$ cat src/rtl/ccff_cfg_pkg.sv
// Shared definitions for the ccff chain loader.
//   ldr_state_e       : loader FSM states (IDLE, SHIFT, DONE)
//   *_CHAIN_LEN       : ccff chain lengths of the connection blocks
//   DEFAULT_WORD_W    : default config/readback word width
//   nwords(len, w)    : number of w-bit words needed to cover len bits
package ccff_cfg_pkg;

  typedef enum logic [1:0] {
    IDLE  = 2'd0,
    SHIFT = 2'd1,
    DONE  = 2'd2
  } ldr_state_e;

  // cbx_1__0: 7 size6 muxes (3 mem bits each) + 1 size2 mux (2 mem bits).
  localparam int CBX_1__0_CHAIN_LEN = 23;
  localparam int CBY_0__1_CHAIN_LEN = 23;

  localparam int DEFAULT_WORD_W = 8;

  // ceil(len / w)
  function automatic int nwords(input int len, input int w);
    return (len + w - 1) / w;
  endfunction

endpackage

$ cat src/rtl/ccff_rb_packer.sv
// Serial-to-word packer for chain readback.
// Ports:
//   clk, reset  : clock, synchronous active-high reset
//   capture_en  : bit_in is taken this cycle
//   bit_in      : serial bit (first captured bit lands in rb_data[0])
//   flush       : this capture is the last of the load; emit a partial word
//   rb_data     : packed word, held until the next word completes
//   rb_valid    : 1-cycle pulse the cycle after a word completes
module ccff_rb_packer
  #(parameter int W = 8)
  (
    input  logic         clk,
    input  logic         reset,
    input  logic         capture_en,
    input  logic         bit_in,
    input  logic         flush,
    output logic [W-1:0] rb_data,
    output logic         rb_valid
  );

  localparam int IW = (W > 1) ? $clog2(W) : 1;
  localparam logic [IW-1:0] TOP_IDX = IW'(W - 1);

  logic [W-1:0]  acc_q;
  logic [W-1:0]  acc_d;
  logic [IW-1:0] idx_q;
  logic          word_end;

  always_comb begin
    acc_d        = acc_q;
    acc_d[idx_q] = bit_in;
  end

  assign word_end = capture_en && (flush || (idx_q == TOP_IDX));

  // The accumulator is cleared after every emitted word, so a partial final
  // word carries zeros in its unused upper bits.
  always_ff @(posedge clk) begin
    if (reset) begin
      acc_q    <= '0;
      idx_q    <= '0;
      rb_data  <= '0;
      rb_valid <= 1'b0;
    end else begin
      rb_valid <= word_end;
      if (capture_en) begin
        if (word_end) begin
          rb_data <= acc_d;
          acc_q   <= '0;
          idx_q   <= '0;
        end else begin
          acc_q <= acc_d;
          idx_q <= idx_q + IW'(1);
        end
      end
    end
  end

endmodule

$ cat src/rtl/ccff_chain_loader.sv
// Loads one ccff configuration chain and reads back its previous contents.
// Ports:
//   prog_clk, prog_reset : clock, synchronous active-high reset
//   start                : pulse; begins a load when idle
//   cfg_data/cfg_valid/cfg_ready : config word stream, bit 0 shifted first
//   ccff_head            : serial bit into the chain
//   ccff_shift_en        : chain advances on the next prog_clk edge
//   ccff_tail            : serial bit out of the chain
//   rb_data/rb_valid     : readback words, bit 0 = first captured bit
//   busy                 : high while shifting
//   done                 : 1-cycle pulse at load completion
//   state                : current FSM state (ldr_state_e encoding)
//
// Handshake: a config word transfers on a rising edge where cfg_valid and
// cfg_ready are both 1; cfg_ready does not depend on cfg_valid, and the host
// must hold cfg_data stable while cfg_valid is 1 and cfg_ready is 0.
// rb_valid has no backpressure.
module ccff_chain_loader
  import ccff_cfg_pkg::*;
  #(
    parameter int CHAIN_LEN = CBX_1__0_CHAIN_LEN,
    parameter int W         = DEFAULT_WORD_W
  )
  (
    input  logic         prog_clk,
    input  logic         prog_reset,
    input  logic         start,
    input  logic [W-1:0] cfg_data,
    input  logic         cfg_valid,
    output logic         cfg_ready,
    output logic         ccff_head,
    output logic         ccff_shift_en,
    input  logic         ccff_tail,
    output logic [W-1:0] rb_data,
    output logic         rb_valid,
    output logic         busy,
    output logic         done,
    output logic [1:0]   state
  );

  localparam int NWORDS = nwords(CHAIN_LEN, W);
  localparam int CW     = $clog2(CHAIN_LEN + 1);
  localparam int SCW    = $clog2(W + 1);
  localparam int NCW    = $clog2(NWORDS + 1);

  localparam logic [CW-1:0]  LEN_C    = CW'(CHAIN_LEN);
  localparam logic [CW-1:0]  LAST_IDX = CW'(CHAIN_LEN - 1);
  localparam logic [SCW-1:0] FULL_CNT = SCW'(W);
  localparam logic [NCW-1:0] NWORDS_C = NCW'(NWORDS);

  ldr_state_e     cur_state;
  ldr_state_e     nxt_state;

  logic [W-1:0]   sr_q, sr_d;          // shift register, bit 0 is next out
  logic [SCW-1:0] sr_cnt_q, sr_cnt_d;  // valid bits left in sr_q
  logic [W-1:0]   hr_q, hr_d;          // holding register
  logic           hr_full_q, hr_full_d;
  logic [CW-1:0]  bits_q, bits_d;      // bits shifted this load
  logic [NCW-1:0] words_q, words_d;    // words accepted this load

  logic in_shift;
  logic accept;
  logic last_bit;

  assign in_shift      = (cur_state == SHIFT);
  assign cfg_ready     = in_shift && !hr_full_q && (words_q < NWORDS_C);
  assign accept        = cfg_valid && cfg_ready;
  assign ccff_shift_en = in_shift && (sr_cnt_q != '0) && (bits_q < LEN_C);
  assign ccff_head     = ccff_shift_en & sr_q[0];
  assign last_bit      = ccff_shift_en && (bits_q == LAST_IDX);
  assign busy          = in_shift;
  assign done          = (cur_state == DONE);
  assign state         = cur_state;

  // FSM next state
  always_comb begin
    nxt_state = cur_state;
    unique case (cur_state)
      IDLE:    if (start) nxt_state = SHIFT;
      SHIFT:   if (last_bit) nxt_state = DONE;
      DONE:    nxt_state = IDLE;
      default: nxt_state = IDLE;
    endcase
  end

  // Datapath next state. Outside SHIFT all bookkeeping is cleared so every
  // load starts from bit 0 with empty buffers.
  always_comb begin
    sr_d      = sr_q;
    sr_cnt_d  = sr_cnt_q;
    hr_d      = hr_q;
    hr_full_d = hr_full_q;
    bits_d    = bits_q;
    words_d   = words_q;
    if (!in_shift) begin
      sr_cnt_d  = '0;
      hr_full_d = 1'b0;
      bits_d    = '0;
      words_d   = '0;
    end else begin
      if (ccff_shift_en) begin
        sr_d     = sr_q >> 1;
        sr_cnt_d = sr_cnt_q - SCW'(1);
        bits_d   = bits_q + CW'(1);
      end
      if (accept) begin
        words_d = words_q + NCW'(1);
      end
      // When the SR empties on this edge it is refilled at once (from HR
      // first, otherwise straight from the host), so no bubble appears
      // between words. Unused upper bits of the last word are never shifted
      // because the bit counter stops the load.
      if (sr_cnt_d == '0) begin
        if (hr_full_q) begin
          sr_d      = hr_q;
          sr_cnt_d  = FULL_CNT;
          hr_full_d = 1'b0;
        end else if (accept) begin
          sr_d     = cfg_data;
          sr_cnt_d = FULL_CNT;
        end
      end else if (accept) begin
        hr_d      = cfg_data;
        hr_full_d = 1'b1;
      end
    end
  end

  always_ff @(posedge prog_clk) begin
    if (prog_reset) begin
      cur_state <= IDLE;
      sr_q      <= '0;
      sr_cnt_q  <= '0;
      hr_q      <= '0;
      hr_full_q <= 1'b0;
      bits_q    <= '0;
      words_q   <= '0;
    end else begin
      cur_state <= nxt_state;
      sr_q      <= sr_d;
      sr_cnt_q  <= sr_cnt_d;
      hr_q      <= hr_d;
      hr_full_q <= hr_full_d;
      bits_q    <= bits_d;
      words_q   <= words_d;
    end
  end

  // Captures the tail bit leaving the chain on each shift; the last shifted
  // bit flushes the partial final word so it lines up with done.
  ccff_rb_packer #(.W(W)) u_packer (
    .clk        (prog_clk),
    .reset      (prog_reset),
    .capture_en (ccff_shift_en),
    .bit_in     (ccff_tail),
    .flush      (last_bit),
    .rb_data    (rb_data),
    .rb_valid   (rb_valid)
  );

endmodule

$ cat config.mk
export PLATFORM = sky130hd
export DESIGN_NAME = ccff_chain_loader
export DESIGN_NICKNAME = d
export VERILOG_FILES = /design/src/rtl/ccff_cfg_pkg.sv /design/src/rtl/ccff_rb_packer.sv /design/src/rtl/ccff_chain_loader.sv
export SDC_FILE = /design/constraint.sdc
export NUM_CORES = 1
export LEC_CHECK = 0
export ABC_CLOCK_PERIOD_IN_PS = 2900
export BUFFER_PORTS_ARGS = -buffer_cell sky130_fd_sc_hd__buf_2
export CELL_PAD_IN_SITES_DETAIL_PLACEMENT = 1
export CELL_PAD_IN_SITES_GLOBAL_PLACEMENT = 1
export CORE_ASPECT_RATIO = 1.1
export CORE_MARGIN = 4
export CORE_UTILIZATION = 43
export DETAILED_ROUTE_END_ITERATION = 8
export GPL_TIMING_DRIVEN = 0
export PLACE_DENSITY = 0.85
export SLEW_MARGIN = 15
export SYNTH_ARGS = -nofsm -noshare
export SYNTH_HDL_FRONTEND = slang
export SYNTH_SLANG_ARGS = --single-unit
$ cat constraint.sdc
create_clock -name prog_clk -period 2.9 [get_ports prog_clk]
set_input_delay 0.145 -clock prog_clk [delete_from_list [all_inputs] [get_ports prog_clk]]
set_output_delay 0.145 -clock prog_clk [all_outputs]
set_load 0.03 [all_outputs]
== Yosys cells after proc, flatten, opt, wreduce, memory -nomap -nowiden ==
Index checks and enable logic that the tools add are counted.

* Flip-flop bits (word level): 50
* Input port bits: 13
* Logic and storage cells: 63

* Add/subtract/negate cells: 4
* Order comparisons: 4
* Equal/unequal tests: 6
* Multiplexer cells: 17
* Bitwise operators: 3
* Reduce and logical (&&, ||, !) cells: 18

{| class="wikitable"
|+ Operators with widths
! operator !! count
|-
| $mux W8 || 5
|-
| $mux W4 || 5
|-
| $bwmux W8 || 1
|-
| $logic_and A1 B1 Y1 || 8
|-
| $add A5 B1 Y5 const B || 1
|-
| $eq A5 B5 Y1 const B || 1
|-
| $lt A5 B5 Y1 const B || 1
|-
| $logic_not A4 Y1 || 1
|-
| $lt A3 B4 Y1 const B || 1
|-
| $mux W2 || 2
|-
| $pmux W2 S2 || 1
|-
| $reduce_and A2 Y1 || 2
|-
| $reduce_bool A4 Y1 || 1
|-
| $sub A4 B1 Y4 const B || 1
|-
| $add A3 B1 Y3 const B || 1
|-
| $demux W1 S3 || 1
|-
| $eq A3 B3 Y1 const B || 1
|-
| $ge A3 B1 Y1 const B || 1
|-
| $mux W3 || 1
|-
| $reduce_and A3 Y1 || 1
|-
| $reduce_or A3 Y1 || 1
|-
| $add A2 B1 Y2 const B || 1
|-
| $eq A2 B1 Y1 const B || 1
|-
| $eq A2 B2 Y1 const B || 1
|-
| 10 further kinds || 11
|}

== Longest topological paths before layout ==
Gate-level depths: netlist of the first run.

* Depth in word-level cells: 8
* Depth in mapped cells: 9
* Depth with buffers taken out: 8

== Hierarchy ==
Synthesis of the first run repeated with hierarchy kept, for this count alone.

* Cells, all modules: 279
* Area total of the unflattened synthesis: 2,638.8 um^2

{| class="wikitable"
|+ By module, submodules not included
! module !! times used !! cells each !! area each (um^2)
|-
| ccff_chain_loader || 1 || 185 || 1,696.6
|-
| ccff_rb_packer || 1 || 94 || 942.2
|}

== Worst setup path before layout of the first run ==
Ideal clock, no wire load.

* Kind: register to output
* Start point: reg sr_cnt_q[0]
* End point: out ccff_head
* Arrival time: 2.041 ns
* Required time: 2.755 ns
* Slack: 0.714 ns
* Stages on the path, launching flop included: 9
* Buffers on the path: 2
* Cell sequence: dfxtp_1 inv_1 ha_1 nor3b_2 a211o_4 inv_6 buf_2 buf_2 and2_1

* Word-level cells in the longest chain between the ends: 4

{| class="wikitable"
|+ RTL lines
! element !! line !! RTL
|-
| start, declared || ccff_chain_loader.sv:55 || <nowiki>logic [SCW-1:0] sr_cnt_q, sr_cnt_d;</nowiki>
|-
| start signal, assigned || ccff_chain_loader.sv:141 || <nowiki>sr_cnt_q <= sr_cnt_d;</nowiki>
|-
| $reduce_bool A4 Y1 || ccff_chain_loader.sv:68 || <nowiki>assign ccff_shift_en = in_shift && (sr_cnt_q != '0) && (bits_q < LEN_C);</nowiki>
|-
| $logic_and A1 B1 Y1 (2 in a row) || ccff_chain_loader.sv:68 ||
|-
| named net ccff_shift_en || ccff_chain_loader.sv:32 || <nowiki>output logic ccff_shift_en,</nowiki>
|-
| $and A1 B1 Y1 || ccff_chain_loader.sv:69 || <nowiki>assign ccff_head = ccff_shift_en & sr_q[0];</nowiki>
|-
| end, declared || ccff_chain_loader.sv:31 || <nowiki>output logic ccff_head,</nowiki>
|}

The timed path passes the listed nets, and every way through them passes these cells.

== Worst setup path in the final report of the first run ==
* Start point: reg sr_cnt_q[0]
* End point: out ccff_head

* Word-level cells in the longest chain between the ends: 4

{| class="wikitable"
|+ RTL lines
! element !! line
|-
| $reduce_bool A4 Y1 || ccff_chain_loader.sv:68
|-
| $logic_and A1 B1 Y1 (2 in a row) || ccff_chain_loader.sv:68
|-
| $and A1 B1 Y1 || ccff_chain_loader.sv:69
|}

Every way passes these cells.

==> reports/summary.txt, run 1 <==
Share of cells above drive strength 1 -> 14.42%
Post-synth EDFFs -> 0
Largest net degree at the start of global routing -> 15
Grt ovf -> 0
Port Buffers -> 26
Worst path cell trace -> inv_1 > ha_1 > nor3b_2 > a211o_4 > inv_6 > buf_2 > buf_2 > and2_1 > buf_2
Dpl hpwl -> 4899 um
Synth cell count leaders -> dfxtp_1 (50), nor2_1 (38), a21oi_1 (21), nand2_1 (21), nand3_1 (15)
Final ANT Viol Nets -> 0
Reg2reg path depth -> 7
I/O Pins -> 29
Power Density -> 438.0 nW/um^2
Reg-to-Reg End -> sr_q[2]
Die Y -> 87.41 um
CP arrival -> 2.55 ns
Clock latency on the worst-skew pair -> 0.31 ns
Area grow syn2layout -> 12.79%
Kind of critical path -> flip-flop to output pin
Worst hold endpoint -> hr_q[3]
Number of global-route vias before repair -> 2,360
Max Slew Vio Count -> 0
Status -> finished, final reports clean
Post-CTS Repair Setup Buffers -> 0
Fmax -> 371.5 MHz
Bufs on Longest Clock Path -> 2
Avg Cell Area, Syn -> 8.441 um^2
FP Rows -> 28
Setup TNS -> 0 ns
Max-cap violation count -> 0
Reg2reg setup slack -> 0.44 ns
Slowest CP cell -> dfxtp_1
Static Leakage -> 1.021 nW
Asr flop ratio synth -> 0%
Initial antenna violation count -> 0
Diode count -> 0
Tot Pwr -> 1.218 mW
CP peak stage delay -> 0.44 ns
Synth Instances -> 292
TritonCTS clock tree -> done
CP Max Fanout -> 10
Warnings from Yosys -> 0
Sequential fraction of the synthesis area -> 40.61%
Worst min path class -> primary input to flip-flop
Die width -> 80.19 um
Hold path cells -> 3
Wirelength per Cell -> 16.29 um
Max H-tree Level -> 2
Post-synthesis cell type count -> 48
DR pass1 iterations -> 4
RSZ-0062 raised after global routing -> false
Startpoint Class -> flip-flop
Finish-stage setup viols -> 0
WP data required -> 2.76 ns
Flops & latches, synth -> 50
Slew @ Worst Pin -> 0.8373 ns
TritonCTS buffer count -> 5
Yosys top cell by area -> dfxtp_1
GPL Wtd Cong -> 0.8119
Initial DRC count -> 83
Post-route DRC violation count -> 0
Area contributors post-synth -> dfxtp_1 (41%), nor2_1 (5.8%), mux2i_1 (5.3%)
Crit path top cell by count -> buf_2
Post-route minimum period -> 2.692 ns
Worst-path clk slew -> 0.10 ns
Initial Util -> 45.10%
Slew Limit Headroom -> 43.84%
HP Start -> cfg_data[3]
Final period util -> 92.83%
First-pass GRT wire length -> 11,100 um
Root Buffer -> clkbuf_8
Final Skew -> 0.01180 ns
Post-cts sizing count -> 0
Die area -> 7009 um^2
GRT Util Overall -> 19.89%
Main synth FF type -> dfxtp_1
Avg Vias per Cell -> 5.706
Crit. Startpoint -> sr_cnt_q[0]
Max IR drop VDD -> 0.0002385 V
CORE AREA -> 5465 um^2
Worst reg2reg path startpoint -> sr_cnt_q[0]
Share of the synthesized area in the top cell type -> 40.61%
Synthesized cell area -> 2465 um^2
Post-Syn Nets -> 311
Final WL -> 6533 um
Nets -> 344
Via Count -> 2,288
Most frequent cell after synthesis -> dfxtp_1
Final-report hold violation count -> 0
Critical Path Sink Type -> output pin
CTS sink count -> 50
Hold_buf cts -> 0
## metal layers
metal  up-vias  GRT usage [%]  wire (um)
met4         0          5.069         97
met5         -              0          0
met1      1127          23.44       2814
met3        14          3.002        170
met2        37          37.20       3451
li1       1110              -          -
## critical path: cells and delay by family, from the launching register on
family	cells	cell delay, ns
buffers and inverters	5	0.89
flip-flops	1	0.44
AND/OR/NAND/NOR	2	0.34
AO/OA/AOI/OAI	1	0.32
adder cells (fa/ha/maj)	1	0.25
## registers in the layout (all words and copies together), names as in the netlist
register,flops
bits_q,5
hr_full_q,1
hr_q,8
sr_cnt_q,4
sr_q,8
state,2
u_packer.acc_q,8
u_packer.idx_q,3
u_packer.rb_data,8
u_packer.rb_valid,1
words_q,2
## power breakdown
part           switching [mW]  leakage, nW  internal, mW
sequential            0.00743        0.403         0.694
clock                   0.226       0.0482         0.193
combinational          0.0657        0.569        0.0320
## cells in the final DEF (no fill, tap or decap), types with 9 or more instances in the layout
cell type,n
dfxtp_1,50
nor2_1,38
buf_2,31
nand2_1,21
a21oi_1,21
nand3_1,15
clkbuf_1,14
nor3_1,13
mux2i_1,13
a211oi_1,11
o21ai_0,9
## worst max path at each step
stage,cells past startpoint,slack (ns),endpoint
floorplan,8,0.71,ccff_head
global placement,9,0.56,ccff_head
detailed placement,7,0.47,sr_q[2]
CTS,9,0.17,ccff_head
global route,9,0.03,ccff_head
finish,9,0.21,ccff_head
## area by class of cell
class	instances	area, um^2
buffer	21	92.59
clock buffer	7	86.33
tap	75	93.84
multi-input combinational	214	1340
inverter	7	31.28
sequential	50	1001
fill	705	2685
clock inverter	1	5.005
timing repair buffer	26	130.1
## logic make-up (layout without fill, tap and decap cells)
group / after synthesis / in the layout / synth area share [%]
buffers and inverters: 28 / 62 / 5.025
multiplexers: 14 / 14 / 5.888
flip-flops: 50 / 50 / 40.61
adder cells (fa/ha/maj): 6 / 6 / 3.046
AND/OR/NAND/NOR: 122 / 122 / 24.57
XOR/XNOR: 6 / 6 / 2.132
AO/OA/AOI/OAI: 66 / 66 / 18.73
## per-stage QoR
stage / instance area, um^2 / setup WS, ns / hold slack [ns] / cells / utilization, %
2_1_floorplan: 2465 / 0.7137 / 0.2927 / 292 / -
3_3_place_gp: 2689 / 0.5615 / 0.4184 / 393 / 49.20
3_5_place_dp: 2689 / 0.4721 / 0.4219 / 393 / 49.20
4_1_cts: 2780 / 0.1694 / 0.09213 / 401 / 50.87
5_1_grt: 2780 / 0.03486 / 0.09628 / 401 / 50.87
6_report: 2780 / 0.2081 / 0.09732 / 401 / 50.87
Note: power is estimated with default switching activity, not from simulation.
==> run 2: changes to the inputs <==
SETUP_SLACK_MARGIN = 0.4   (was unset)
==> run 2 against run 1 <==
Compared with the run above: fmax up 14%; power up 0.14%; flip-flop and latch count unchanged; sequential power about the same; sequential share of layout area down 0.22 points; wire length up 0.60%; combinational power up 1%; via count about the same; cell count unchanged; largest power group unchanged.
==> reports/summary.txt, run 2 (synthesis gave the netlist of run 1 again) <==
I/O Pins -> 29
Fmax -> 421.8 MHz
Critical Path Sink Type -> output pin
Commonest non-fill, non-tap cell in the layout -> dfxtp_1
Max-cap violation count -> 0
Internal -> 918.5 uW
Die Y -> 87.41 um
Final WL -> 6572 um
CP arrival -> 2.23 ns
CORE AREA -> 5465 um^2
Bufs on Longest Clock Path -> 2
Setup TNS -> 0 ns
Port Buffers -> 26
Slew @ Worst Pin -> 0.7927 ns
Wirelength per Cell -> 16.39 um
Initial antenna violation count -> 0
Final ANT Viol Nets -> 0
Slowest CP cell -> dfxtp_4
Largest net degree at the start of global routing -> 15
Post-route DRC violation count -> 0
Power Density -> 433.8 nW/um^2
Logic pwr share -> 8.1%
Initial DRC count -> 68
Dpl hpwl -> 4899 um
Post-route minimum period -> 2.371 ns
RSZ-0062 raised after global routing -> false
Max H-tree Level -> 2
Slew Limit Headroom -> 46.67%
Worst path cell trace -> inv_1 > ha_1 > nor3b_2 > a211o_4 > inv_6 > buf_6 > buf_6 > and2_1 > clkbuf_4
Share of cells above drive strength 1 -> 15.64%
Part of the power in the clock network -> 34.5%
Number of global-route vias before repair -> 2,372
Die width -> 80.19 um
CTS sink count -> 50
GRT Util Overall -> 19.96%
DR pass1 iterations -> 4
First-pass GRT wire length -> 11,140 um
FP Rows -> 28
WP data required -> 2.76 ns
Kind of critical path -> flip-flop to output pin
Number of fill cells -> 705
Max Slew Vio Count -> 0
Worst min path class -> primary input to flip-flop
Final-report hold violation count -> 0
Area grow syn2layout -> 14.06%
Final Skew -> 0.01364 ns
Avg Vias per Cell -> 5.711
Final period util -> 81.74%
Switching Fraction -> 24.68%
TritonCTS buffer count -> 5
Grt ovf -> 0
Flop pwr share -> 57.4%
Clock latency on the worst-skew pair -> 0.31 ns
CP Max Fanout -> 10
Worst-path clk slew -> 0.10 ns
Crit path top cell by count -> buf_6
Startpoint Class -> flip-flop
Initial Util -> 45.10%
Finish-stage setup viols -> 0
Tot Pwr -> 1.220 mW
Status -> finished, final reports clean
Switching pwr -> 301.0 uW
CP peak stage delay -> 0.38 ns
Root Buffer -> clkbuf_8
Max IR drop VDD -> 0.0002386 V
Most frequent cells in the layout -> dfxtp_1 (48), nor2_1 (38), buf_2 (28), nand2_1 (21), a21oi_1 (21)
Via Count -> 2,290
Static Leakage -> 1.024 nW
Nets -> 344
GPL Wtd Cong -> 0.8119
Diode count -> 0
TritonCTS clock tree -> done
Die area -> 7009 um^2
Hold_buf cts -> 0
run 2: area by class of cell:
class	instances	area, um^2	share of cell area [%]
inverter	7	31.28	1.113
buffer	21	105.1	3.738
multi-input combinational	214	1351	48.06
clock buffer	7	86.33	3.071
clock inverter	1	5.005	0.1780
sequential	50	1006	35.78
tap	75	93.84	3.338
timing repair buffer	26	132.6	4.717
run 2: final timing paths:
kind,endpoint,depth (start not counted),slack [ns],from
max,ccff_head,9,0.53,sr_cnt_q[0]
min,hr_q[3],3,0.1,cfg_data[3]
max reg2reg,u_packer.acc_q[7],9,0.60,sr_cnt_q[0]
min reg2reg,u_packer.acc_q[5],2,0.46,u_packer.acc_q[5]
run 2: metal layers:
layer	up-vias	track usage, %	wire [um]
li1	1112	-	-
met1	1135	23.44	2798
met2	33	37.42	3492
met3	10	3.002	194
met4	0	5.069	87
met5	-	0	0
run 2: power by group through the flow:
stage	registers, mW	logic (mW)	clock network, mW
after floorplan	0.717	0.0634	0
after global placement	0.716	0.0963	0
after detailed placement	0.717	0.0973	0
after CTS	0.701	0.0985	0.433
after global routing	0.702	0.109	0.451
final	0.700	0.0991	0.420
run 2: through the flow:
| step | worst slack [ns] | hold WS, ns | cell area [um^2] | instances | util, % |
|---|---|---|---|---|---|
| global placement | 0.5615 | 0.4184 | 2689 | 393 | 49.20 |
| finish | 0.5295 | 0.09501 | 2811 | 401 | 51.44 |
| detailed placement | 0.4721 | 0.4219 | 2689 | 393 | 49.20 |
| CTS | 0.4385 | 0.09213 | 2790 | 401 | 51.05 |
| global route | 0.4128 | 0.09628 | 2811 | 401 | 51.44 |
| floorplan | 0.7137 | 0.2927 | 2465 | 292 | - |
run 2: worst max-delay path: cells and delay by family (launching register included):
family | cells | cell delay, ns
flops | 1 | 0.38
fa+ha+maj | 1 | 0.24
compound gates | 1 | 0.32
buf+inv | 5 | 0.65
simple gates | 2 | 0.31
run 2: what timing repair did:
item,in CTS,in global routing
hold endpoints to repair,0,0
pin swaps,0,0
buffers inserted,0,0
gates cloned,0,0
gates resized for setup,4,6
setup endpoints to repair,2,7
==> run 3: changes to the inputs <==
ABC_AREA = 1   (was unset)
ABC_CLOCK_PERIOD_IN_PS = 2000   (was 2900)
CORE_UTILIZATION = 38   (was 43)
PLACE_DENSITY = 0.83   (was 0.85)
clock period = 2 ns   (was 2.9 ns; I/O delays follow)
==> run 3 against run 2 <==
Compared with the run above: count of clock-buffer cells in the layout is 2 lower; largest cell class unchanged; wire length increased by 25%; hold slack got worse by 0.066 ns; non-clock buffer count grew 17.
==> reports/summary.txt, run 3 <==
Initial DRC count -> 135
Nets -> 458
Area grow syn2layout -> 30.27%
Initial Util -> 39.58%
Worst-path clk slew -> 0.11 ns
Sequential cell area -> 1018 um^2
Commonest non-fill, non-tap cell in the layout -> nand2_1
GPL Wtd Cong -> 0.8246
Port Buffers -> 27
Most frequent cell after synthesis -> nand2_1
Fmax -> 541.6 MHz
TritonCTS clock tree -> done
Largest net degree at the start of global routing -> 18
Final Skew -> 0.01001 ns
Bufs on Longest Clock Path -> 2
Max H-tree Level -> 2
CP Max Fanout -> 8
Share of cells above drive strength 1 -> 31.36%
Diode count -> 0
Max Slew Vio Count -> 0
Sequential fraction of the synthesis area -> 38.13%
Power Density -> 562.9 nW/um^2
Final-report hold violation count -> 0
Slew Limit Headroom -> 56.23%
RSZ-0062 raised after global routing -> true
FP Rows -> 31
Post-synthesis cell type count -> 30
Status -> finished, final reports clean
I/O Pins -> 29
TritonCTS buffer count -> 5
Post-synth EDFFs -> 0
Max-cap violation count -> 0
WP data required -> 2.17 ns
CP arrival -> 2.02 ns
Max IR drop VDD -> 0.0003589 V
Warnings from Yosys -> 0
Number of fill cells -> 862
Kind of critical path -> flip-flop to flip-flop
Die width -> 87.25 um
Avg Cell Area, Syn -> 6.908 um^2
Share of the synthesized area in the top cell type -> 38.13%
CTS sink count -> 50
DR pass1 iterations -> 4
Yosys top cell by area -> dfxtp_1
Static Leakage -> 1.544 nW
CORE AREA -> 6633 um^2
Area of the multi-input gates -> 1540 um^2
Post-route DRC violation count -> 0
Flops & latches, synth -> 50
Via Count -> 2,766
Root Buffer -> clkbuf_8
Final ANT Viol Nets -> 0
Clock latency on the worst-skew pair -> 0.31 ns
Avg Vias per Cell -> 5.299
Most frequent cells in the layout -> nand2_1 (70), dfxtp_1 (40), inv_1 (36), nand3_1 (34)
Final period util -> 92.32%
Wirelength per Cell -> 15.73 um
Finish-stage setup viols -> 0
Die Y -> 95.17 um
Synth cell count leaders -> nand2_1 (77), dfxtp_1 (50), inv_1 (42), nor2_1 (39), nand3_1 (37)
Post-route minimum period -> 1.846 ns
Synth Instances -> 380
Synthesized cell area -> 2625 um^2
First-pass GRT wire length -> 13,230 um
Startpoint Class -> flip-flop
Final WL -> 8210 um
Worst min path class -> primary input to flip-flop
Setup TNS -> 0 ns
Grt ovf -> 0
Post-Syn Nets -> 399
GRT Util Overall -> 19.82%
Die area -> 8303 um^2
Area contributors post-synth -> dfxtp_1 (38%), nand2_1 (11%), nand3_1 (7.1%)
Asr flop ratio synth -> 0%
Slew @ Worst Pin -> 0.6565 ns
Main synth FF type -> dfxtp_1
Dpl hpwl -> 5194 um
Critical Path Sink Type -> flip-flop
Util after Layout -> 51.56%
Initial antenna violation count -> 0
Number of global-route vias before repair -> 2,868
-- run 3: changes by cell type in the layout (fill, tap and decap cells not counted), sizes merged, moves of 13 or more --
cell   before  now
mux2i      13    0
inv         7   48
nand3      15   39
o21ai      10   39
nand2      21   87
buf        33   60
a21oi      21   39
-- run 3: routing by layer --
layer / track usage (%) / vias up / routed length (um)
li1: - / 1347 / -
met1: 22.63 / 1361 / 3418
met2: 37.69 / 50 / 4488
met3: 2.766 / 8 / 233
met4: 5.754 / 0 / 69
met5: 0 / - / 0
-- run 3: report_power, final --
group,leakage [nW],switching (mW),internal [mW]
Clock,0.0489,0.380,0.254
Combinational,1.09,0.167,0.0932
Sequential,0.409,0.0165,1.01
Total,1.54,0.564,1.36
-- run 3: path summary, 6_finish.rpt --
check	cells past startpoint	slack (ns)	start	endpoint
setup / recovery	13	0.15	sr_cnt_q[0]	hr_q[2]
hold / removal	3	0.03	start	state[0]
setup reg to reg	13	0.15	sr_cnt_q[0]	hr_q[2]
hold reg to reg	2	0.47	u_packer.acc_q[7]	u_packer.acc_q[7]
-- run 3: metrics by stage --
stage / area (um^2) / worst slack [ns] / hold WS (ns) / std cells / total power, mW
final: 3420 / 0.1537 / 0.02892 / 522 / 1.925
after global routing: 3420 / 0.04422 / 0.04379 / 522 / 2.000
after CTS: 3242 / 0.2105 / 0.02788 / 514 / 1.917
after detailed placement: 2893 / 0.1502 / 0.3530 / 489 / 1.268
after global placement: 2893 / 0.1685 / 0.3460 / 489 / 1.262
after floorplan: 2655 / 0.4054 / 0.2457 / 380 / 1.203
-- run 3: area by class of cell --
type / count / share of cell area [%]
multi-input cells: 271 / 45.04
flip-flops and latches: 50 / 29.78
repair buffers: 50 / 10.32
inverters: 47 / 5.781
plain buffers: 14 / 3.403
well taps: 82 / 3.000
clock buffers: 5 / 2.012
clock inverters: 3 / 0.6586
-- run 3: critical path, stage by stage, from the launching register on --
cell and delay, ns:
dfxtp_2 0.35, inv_4 0.06, ha_4 0.14, a21oi_4 0.07, buf_6 0.12, buf_8 0.11
nand3_1 0.10, nand2_2 0.10, nor2_4 0.24, nand2_8 0.11, nand2_8 0.13, inv_8 0.07
nand2_2 0.06, a21oi_2 0.04
-- run 3: cell families (layout without fill, tap and decap cells) --
logic type	after synthesis	count (layout)	synth area share, %
AOI/OAI and AO/OA	83	83	17.16
xor gates and xnor gates	2	2	0.6674
adders and majority gates	6	6	2.860
buffers and inverters	61	119	9.819
DFF	50	50	38.13
and+or+nand+nor	178	180	31.36
-- run 3: what timing repair did --
action,CTS,global route
endpoints found under the setup margin,53,47
hold buffers,0,0
pin swaps,11,15
gates resized for setup,47,44
buffers inserted,14,8
cloned,3,0
